===== src/rtl/branch_resolve_pkg.sv =====
// Shared scalar types and the decode-stage branch kinds and resolver states.
package common;
  typedef logic        u1;
  typedef logic [63:0] u64;
endpackage

package decode_pkg;
  import common::*;

  typedef enum logic [2:0] {
    B_NONE = 3'd0,
    B_EQ   = 3'd1,
    B_NE   = 3'd2,
    B_LT   = 3'd3,
    B_GE   = 3'd4,
    B_LTU  = 3'd5,
    B_GEU  = 3'd6
  } branch_t;

  typedef enum logic {
    IDLE = 1'b0,
    HOLD = 1'b1
  } resolve_state_t;

  localparam u64 PC_STEP = 64'd4;
endpackage


===== src/rtl/branch_resolve_target.sv =====
// Combinational target computation and prediction compare for one instruction.
module branch_target
  import common::*;
  import decode_pkg::*;
(
  input  u64      pc,
  input  u64      imm,
  input  u64      rs1,
  input  branch_t branch_type,
  input  u1       branch_taken,
  input  u1       jump,
  input  u1       jalr,
  input  u1       pred_taken,
  input  u64      pred_target,
  output u1       is_ctrl,
  output u64      target,
  output u1       actual_taken,
  output u64      actual_next,
  output u1       mispredict
);

  u64 sum;
  u1  is_branch;
  u1  use_rs1;

  always_comb begin
    is_branch    = (branch_type != B_NONE);
    use_rs1      = jump && jalr;
    is_ctrl      = is_branch || jump;
    sum          = (use_rs1 ? rs1 : pc) + imm;
    target       = use_rs1 ? {sum[63:1], 1'b0} : sum;
    actual_taken = jump || (is_branch && branch_taken);
    actual_next  = actual_taken ? target : pc + PC_STEP;
    // A non-control instruction predicted taken falls out naturally as a
    // direction mismatch, redirecting to pc+4.
    mispredict   = (pred_taken != actual_taken) ||
                   (actual_taken && (pred_target != target));
  end

endmodule


===== src/rtl/branch_resolve.sv =====
// Execute-stage branch resolver: issues fetch redirects on mispredict and
// predictor update pulses for every resolved control instruction.
//   state | meaning
//   IDLE  | accepting instructions
//   HOLD  | redirect pending, wrong-path instructions ignored
module branch_resolve
  import common::*;
  import decode_pkg::*;
#(
  parameter int CNT_W = 32
) (
  input  logic             clk,
  input  logic             resetn,
  input  logic             in_valid,
  output logic             in_ready,
  input  logic [63:0]      in_pc,
  input  logic [63:0]      in_imm,
  input  logic [63:0]      in_rs1,
  input  branch_t          in_branch_type,
  input  logic             in_branch_taken,
  input  logic             in_jump,
  input  logic             in_jalr,
  input  logic             in_pred_taken,
  input  logic [63:0]      in_pred_target,
  output logic             redirect_valid,
  input  logic             redirect_ready,
  output logic [63:0]      redirect_pc,
  output logic             flush,
  output logic             upd_valid,
  output logic [63:0]      upd_pc,
  output logic             upd_taken,
  output logic [63:0]      upd_target,
  output logic [CNT_W-1:0] mispred_cnt
);

  resolve_state_t   state_q, state_d;
  u64               redirect_pc_q, redirect_pc_d;
  u1                flush_q, flush_d;
  u1                upd_valid_q, upd_valid_d;
  u64               upd_pc_q, upd_pc_d;
  u1                upd_taken_q, upd_taken_d;
  u64               upd_target_q, upd_target_d;
  logic [CNT_W-1:0] cnt_q, cnt_d;

  u1  is_ctrl, actual_taken, mispredict, accept;
  u64 target, actual_next;

  branch_target u_target (
    .pc           (in_pc),
    .imm          (in_imm),
    .rs1          (in_rs1),
    .branch_type  (in_branch_type),
    .branch_taken (in_branch_taken),
    .jump         (in_jump),
    .jalr         (in_jalr),
    .pred_taken   (in_pred_taken),
    .pred_target  (in_pred_target),
    .is_ctrl      (is_ctrl),
    .target       (target),
    .actual_taken (actual_taken),
    .actual_next  (actual_next),
    .mispredict   (mispredict)
  );

  always_comb begin
    state_d       = state_q;
    redirect_pc_d = redirect_pc_q;
    flush_d       = 1'b0;
    upd_valid_d   = 1'b0;
    upd_pc_d      = upd_pc_q;
    upd_taken_d   = upd_taken_q;
    upd_target_d  = upd_target_q;
    cnt_d         = cnt_q;
    accept        = in_valid && (state_q == IDLE);

    case (state_q)
      IDLE: begin
        if (accept && is_ctrl) begin
          upd_valid_d  = 1'b1;
          upd_pc_d     = in_pc;
          upd_taken_d  = actual_taken;
          upd_target_d = target;
        end
        if (accept && mispredict) begin
          state_d       = HOLD;
          redirect_pc_d = actual_next;
          flush_d       = 1'b1;
          if (cnt_q != {CNT_W{1'b1}}) cnt_d = cnt_q + CNT_W'(1);
        end
      end
      HOLD: begin
        if (redirect_ready) state_d = IDLE;
      end
      default: state_d = IDLE;
    endcase
  end

  always_ff @(posedge clk) begin
    if (!resetn) begin
      state_q       <= IDLE;
      redirect_pc_q <= '0;
      flush_q       <= 1'b0;
      upd_valid_q   <= 1'b0;
      upd_pc_q      <= '0;
      upd_taken_q   <= 1'b0;
      upd_target_q  <= '0;
      cnt_q         <= '0;
    end else begin
      state_q       <= state_d;
      redirect_pc_q <= redirect_pc_d;
      flush_q       <= flush_d;
      upd_valid_q   <= upd_valid_d;
      upd_pc_q      <= upd_pc_d;
      upd_taken_q   <= upd_taken_d;
      upd_target_q  <= upd_target_d;
      cnt_q         <= cnt_d;
    end
  end

  assign in_ready       = (state_q == IDLE);
  assign redirect_valid = (state_q == HOLD);
  assign redirect_pc    = redirect_pc_q;
  assign flush          = flush_q;
  assign upd_valid      = upd_valid_q;
  assign upd_pc         = upd_pc_q;
  assign upd_taken      = upd_taken_q;
  assign upd_target     = upd_target_q;
  assign mispred_cnt    = cnt_q;

endmodule


===== config.mk =====
export PLATFORM = sky130hd
export DESIGN_NAME = branch_resolve
export DESIGN_NICKNAME = d
export VERILOG_FILES = /design/src/rtl/branch_resolve_pkg.sv /design/src/rtl/branch_resolve_target.sv /design/src/rtl/branch_resolve.sv
export SDC_FILE = /design/constraint.sdc
export NUM_CORES = 1
export LEC_CHECK = 0
export CAP_MARGIN = 20
export CORE_AREA = 10 10 183 185
export CTS_BUF_LIST = sky130_fd_sc_hd__clkbuf_8
export DETAILED_ROUTE_END_ITERATION = 8
export DIE_AREA = 0 0 193 195
export DONT_BUFFER_PORTS = 1
export GPL_TIMING_DRIVEN = 0
export PLACE_DENSITY = 0.72
export SETUP_SLACK_MARGIN = 0.15
export SLEW_MARGIN = 20
export SYNTH_ARGS = -nofsm -noshare
export SYNTH_HDL_FRONTEND = slang
export SYNTH_HIERARCHICAL = 1
export SYNTH_SLANG_ARGS = --single-unit

===== constraint.sdc =====
create_clock -name clk -period 11.1 [get_ports clk]
set_input_delay 2.22 -clock clk [delete_from_list [all_inputs] [get_ports clk]]
set_output_delay 2.22 -clock clk [all_outputs]
set_load 0.02 [all_outputs]

=== Yosys cells after proc, flatten, opt, wreduce, memory -nomap -nowiden ===
Index checks and enable logic that the tools add are counted.

* Flip-flop bits (word level): 228
* Input port bits: 267
* Output and inout port bits: 229

* Add/sub/neg operators: 3
* Equal/unequal tests: 3
* Reduce and logical (&&, ||, !) cells: 14
* Bitwise operators: 2
* Mux-type cells: 7

{| class="wikitable"
|+ Operators by type and width
! operator !! count
|-
| $mux 64 || 2
|-
| $add 64x3->64 const B || 1
|-
| $add 64x64->64 || 1
|-
| $ne 64x64->1 || 1
|-
| $add 32x1->32 const B || 1
|-
| $ne 32x32->1 const B || 1
|-
| $logic_and 1x1->1 || 6
|-
| $mux 1 || 4
|-
| $reduce_and 2->1 || 2
|-
| $logic_or 1x1->1 || 3
|-
| $reduce_and 3->1 || 1
|-
| $reduce_bool 3->1 || 1
|-
| $not 1->1 || 2
|-
| $pmux 1 s2 || 1
|-
| $reduce_or 2->1 || 1
|-
| $ne 1x1->1 || 1
|}

=== Depth between registers and ports, before layout ===
* Depth after elaboration: 10
* Depth in mapped cells: 25
* Gate-level depth less buffers: 21

=== Modules after synthesis ===
Netlist, hierarchy kept.

{| class="wikitable"
|+ By module, submodules not included
! module !! times used !! area each (µm²) !! cells each
|-
| branch_target || 1 || 8,481.9 || 1,241
|-
| branch_resolve || 1 || 8,410.6 || 1,060
|}

=== Least setup slack after synthesis ===
Ideal clock, no wire load.

* Kind: input to register
* From: input port in_jump
* To: register cnt_q[30], in the netlist mispred_cnt[30]
* Cell stages on the path: 25
* Path buffers: 4
* Data arrival time: 7.737 ns
* Slack: 3.292 ns
* Data required time: 11.030 ns
* Path through: nand2_1 -> clkbuf_1 -> clkbuf_1 -> mux2_2 -> ha_1 -> fa_1 -> a211o_1 -> a21o_4 -> o211a_4 -> o21ai_2 -> a31oi_2 -> or2_1 -> buf_4 -> a221o_1 -> xnor2_1 -> nor4_1 -> nand4_1 -> nor4_1 -> a21oi_1 -> nand3b_1 -> or2_2 -> buf_1 -> or4_1 -> or3_1 -> a21oi_1

* Longest elaborated chain between the ends: 9
* Elaborated cells on any way between the ends: 11

{| class="wikitable"
|+ RTL lines
! item !! RTL line !! text
|-
| start: declaration || branch_resolve.sv:21 || <nowiki>input logic in_jump,</nowiki>
|-
| $logic_and 1x1->1 || branch_resolve_target.sv:28 || <nowiki>use_rs1 = jump && jalr;</nowiki>
|-
| $mux 64 || branch_resolve_target.sv:30 || <nowiki>sum = (use_rs1 ? rs1 : pc) + imm;</nowiki>
|-
| $add 64x64->64 || branch_resolve_target.sv:30 ||
|-
| $mux 1 || branch_resolve_target.sv:31 || <nowiki>target = use_rs1 ? {sum[63:1], 1'b0} : sum;</nowiki>
|-
| $ne 64x64->1 || branch_resolve_target.sv:37 || <nowiki>(actual_taken && (pred_target != target));</nowiki>
|-
| $logic_and 1x1->1 || branch_resolve_target.sv:37 ||
|-
| $logic_or 1x1->1 * || branch_resolve_target.sv:36 || <nowiki>mispredict = (pred_taken != actual_taken) ||</nowiki>
|-
| via mispredict || branch_resolve.sv:45 || <nowiki>u1 is_ctrl, actual_taken, mispredict, accept;</nowiki>
|-
| $logic_and 1x1->1 * || branch_resolve.sv:84 || <nowiki>if (accept && mispredict) begin</nowiki>
|-
| $reduce_and 3->1 (no line) * || n/a ||
|-
| end signal: assignment || branch_resolve.sv:116 || <nowiki>cnt_q <= cnt_d;</nowiki>
|-
| end: declaration || branch_resolve.sv:43 || <nowiki>logic [CNT_W-1:0] cnt_q, cnt_d;</nowiki>
|}

Mark *: on every way through the listed nets, which the timed path passes. The rest lies on a longest branch.
A chain may end at the register's enable or synchronous reset.

=== Worst setup path after layout ===
* From: input port in_jump
* To: register redirect_pc_q[3], in the netlist redirect_pc[3]

* Elaborated cells on any way between the ends: 12

{| class="wikitable"
|+ RTL lines
! item !! RTL line !! text
|-
| $logic_and 1x1->1 || branch_resolve_target.sv:28 ||
|-
| $mux 64 || branch_resolve_target.sv:30 ||
|-
| $add 64x64->64 || branch_resolve_target.sv:30 ||
|-
| via target[26] || branch_resolve.sv:46 || <nowiki>u64 target, actual_next;</nowiki>
|-
| $ne 64x64->1 || branch_resolve_target.sv:37 ||
|-
| $logic_and 1x1->1 || branch_resolve_target.sv:37 ||
|-
| $logic_or 1x1->1 || branch_resolve_target.sv:36 ||
|-
| via mispredict || branch_resolve.sv:45 ||
|-
| $logic_and 1x1->1 || branch_resolve.sv:84 ||
|-
| $reduce_and 2->1 (no line) || n/a ||
|-
| end signal: assignment || branch_resolve.sv:110 || <nowiki>redirect_pc_q <= redirect_pc_d;</nowiki>
|-
| end: declaration || branch_resolve.sv:37 || <nowiki>u64 redirect_pc_q, redirect_pc_d;</nowiki>
|}

The timed path passes the listed nets, and every way through them passes these cells.

==> results.cfg <==
[setup_path]
worstSetupStartpointType = primary input
crit_end = redirect_pc[3]
crit_required_ns = 11.61
reg2reg_from = redirect_valid
r2r_slack_ns = 8.01
rr_worst_depth = 6
timing.rr.end = upd_target[56]
crit_type = in2reg
endpoint_kind = flop
crit_start = in_jump
cp_max_fo = 11
cp.arrival_ns = 11.04

[routing]
wl_per_cell_um = 27.6
drtPass1Iterations = 6
vias_per_cell = 6.58
vias = 18200
dr.first_iter.drc_count = 2229
routed_wl_mm = 76.6
ant_nets = 0
drcViolationCount = 0

[sta]
hold_viol = 0
fin_crit_ns = 10.53
finClkSkew_ns = 0.0254
tightestPinTransition_ns = 1.30
slew_viol_final = 0
tns_ns = 0
rsz0062_at_grt = no
setup_violations = 0
finalCritPeriodShare = 0.949
finalWorstSetupSlack_ns = 0.570
worst_slew_margin_rel = 0.131
clock.fmax_mhz = 95.0

[yosys]
yosysWarningCount = 6
synth_largest_area_cell = dfxtp_1
synthAdderAreaFrac = 0.0538
synth_top_family_by_area = simple AND/OR/NAND/NOR gates
netlist_area_mm2 = 0.0169
synth.avg_cell_area_um2 = 7.34
synth_ff_type = dfxtp_1
muxShareOfSynthArea = 0.0530
yosysTopAreaCellShare = 0.270
synth-compound-area-share = 0.217
synth_edf_count = 0
synth_async_sr_flop_share = 0
synth.distinct_cells = 96
synth_simple_gate_area_frac = 0.266
synth_cells = 2301
yosys-top-cells-area = dfxtp_1, nand2_1, a21oi_1
synth_xor_area_frac = 0.0967
ys_seq_area_frac = 0.270
ys_ff_latch = 228
syn_nets = 2640

[cells_and_area]
nNetsFinal = 2683
final_cell_mix = nand2_1, a21oi_1, dfxtp_1, nor2_1, clkbuf_1
drive_gt1_frac = 0.0961
final_common_cell = nand2_1
area_growth_pct = 7.72

[global_routing]
grt_pass1_wl_mm = 109
grt_pass1_vias = 16700
gr-total-overflow = 0
antenna_found_initial = 6
grt_max_degree = 13
grt_use_total = 0.380

[pwr]
power.density_mw_per_mm2 = 149
p_leak_uw = 0.00681
finalPower_uw = 2720
p_comb_frac = 0.334
ir_worst_vdd_v = 0.000115
p_clk_frac = 0.286
intPower_uw = 1590
switchingPower_uw = 1130
seqPwrFrac = 0.380
switching_share = 0.416

[clocking]
cts_resized = 0
clkSinkCount = 228
path_clk_slew_ns = 0.06
root_buffer = clkbuf_8
htree_levels = 2
clock_path_buffers = 3
post_cts_buffers = 0
cts_tree = built
cts_hold_buffers = 0
clock_latency_ns = 0.58
cts_buffers = 40

[placement]
place.port_buffers = 0
dp_hpwl_mm = 63.1
finalWeightedCongestion = 1.03
pre_cts_ws_ns = 0.435

[die]
start_util = 0.563
dieArea_mm2 = 0.0376
fp.dieW_um = 193
num_io_pins = 496
die_h_um = 195
rows = 64
core_mm2 = 0.0300

[min_path]
hold_class = reg2reg

[job]
max_cap_viol_count = 0

[status]
status = finished clean
-- layout make-up --
class	count	area [µm²]
plain buffers	141	639
diodes	4	10.0
fillers	2837	11800
clock inverters	24	135
inverters	27	101
clock buffers	47	647
repair buffers	1	11.3
flip-flops and latches	228	4560
well taps	396	495
multi-input cells	1905	11600
-- worst min path at each step --
stage | startpoint | to | slack [ns] | cells after the start
final | upd_pc[54] | upd_pc[54] | 0.56 | 2
after global routing | upd_pc[57] | upd_pc[57] | 0.58 | 2
after CTS | upd_pc[58] | upd_pc[58] | 0.56 | 2
after detailed placement | upd_target[46] | upd_target[46] | 0.56 | 2
after global placement | upd_pc[7] | upd_pc[7] | 0.55 | 2
after floorplan | redirect_pc[0] | redirect_pc[0] | 0.53 | 2
-- worst max-delay path, cell delays in order --
cell and delay (ns):
nand2_1 0.08, clkbuf_2 0.54, clkbuf_1 1.02, mux2_2 0.43, ha_1 0.23, fa_1 0.42, a211o_1 0.37, a21o_4 0.25
a31oi_4 0.36, o21ai_0 0.22, a211oi_1 0.97, xnor2_1 0.20, o2111ai_1 0.13, a2111oi_0 0.62, and4_1 0.33, nand4_1 0.20
nor4_1 0.73, a21oi_1 0.11, nand3b_1 0.24, clkbuf_1 0.57, clkbuf_1 0.51, nand2_1 0.12, a21oi_1 0.15
-- sequential cells by signal, indices dropped and copies added (netlist names) --
signal	cells
flush	1
mispred_cnt	32
redirect_pc	64
redirect_valid	1
upd_pc	64
upd_taken	1
upd_target	64
upd_valid	1
-- synthesized netlist by cell type, drive strengths merged, types with 9 or more instances --
cell and instances:
a21o 29, and4 14, a21oi 337, buf 43, inv 26, or4 13, or3 15, and2 18
a31oi 9, o211ai 9, nand2 556, clkbuf 98, mux2 68, and3 20, o21a 19, nand2b 24
xor2 94, nor4 32, nor3 26, ha 71, o21ai 103, mux2i 13, o31ai 13, nor2b 11
dfxtp 228, nor2 119, o21bai 9, xnor2 83, nand3 53, nand4 54
-- cells by family (layout without fill, tap and decap cells) --
logic type	Yosys count	in the layout
AO/OA/AOI/OAI	596	596
XOR/XNOR	180	180
adder cells (fa/ha/maj)	72	72
buffers and inverters	168	240
flip-flops	228	228
multiplexers	81	81
other	0	4
AND/OR/NAND/NOR	976	976
-- layer usage --
metal | up-vias | part of all wire | global-route usage
met3 | 239 | 0.14 | 0.126
met5 | - | 0 | 0
met2 | 1285 | 0.44 | 0.590
met4 | 0 | 0.051 | 0.179
li1 | 8162 | - | -
met1 | 8550 | 0.37 | 0.464
-- metrics by stage --
step                utilization  hold WS, ns  area (µm²)  std cells
detailed placement        0.579        0.557       17400       2698
CTS                       0.606        0.565       18200       2769
global route              0.606        0.578       18200       2772
global placement          0.579        0.549       17400       2697
finish                    0.606        0.562       18200       2773
floorplan                     -        0.535       16900       2301
-- power groups by stage --
stage	clock network, µW	registers, µW	logic [µW]
2_1_floorplan	0	1020	619
3_3_place_gp	0	1050	858
3_5_place_dp	0	1050	868
4_1_cts	782	1030	873
5_1_grt	812	1040	973
6_report	778	1030	907
Power figures use the tool's default switching activity.
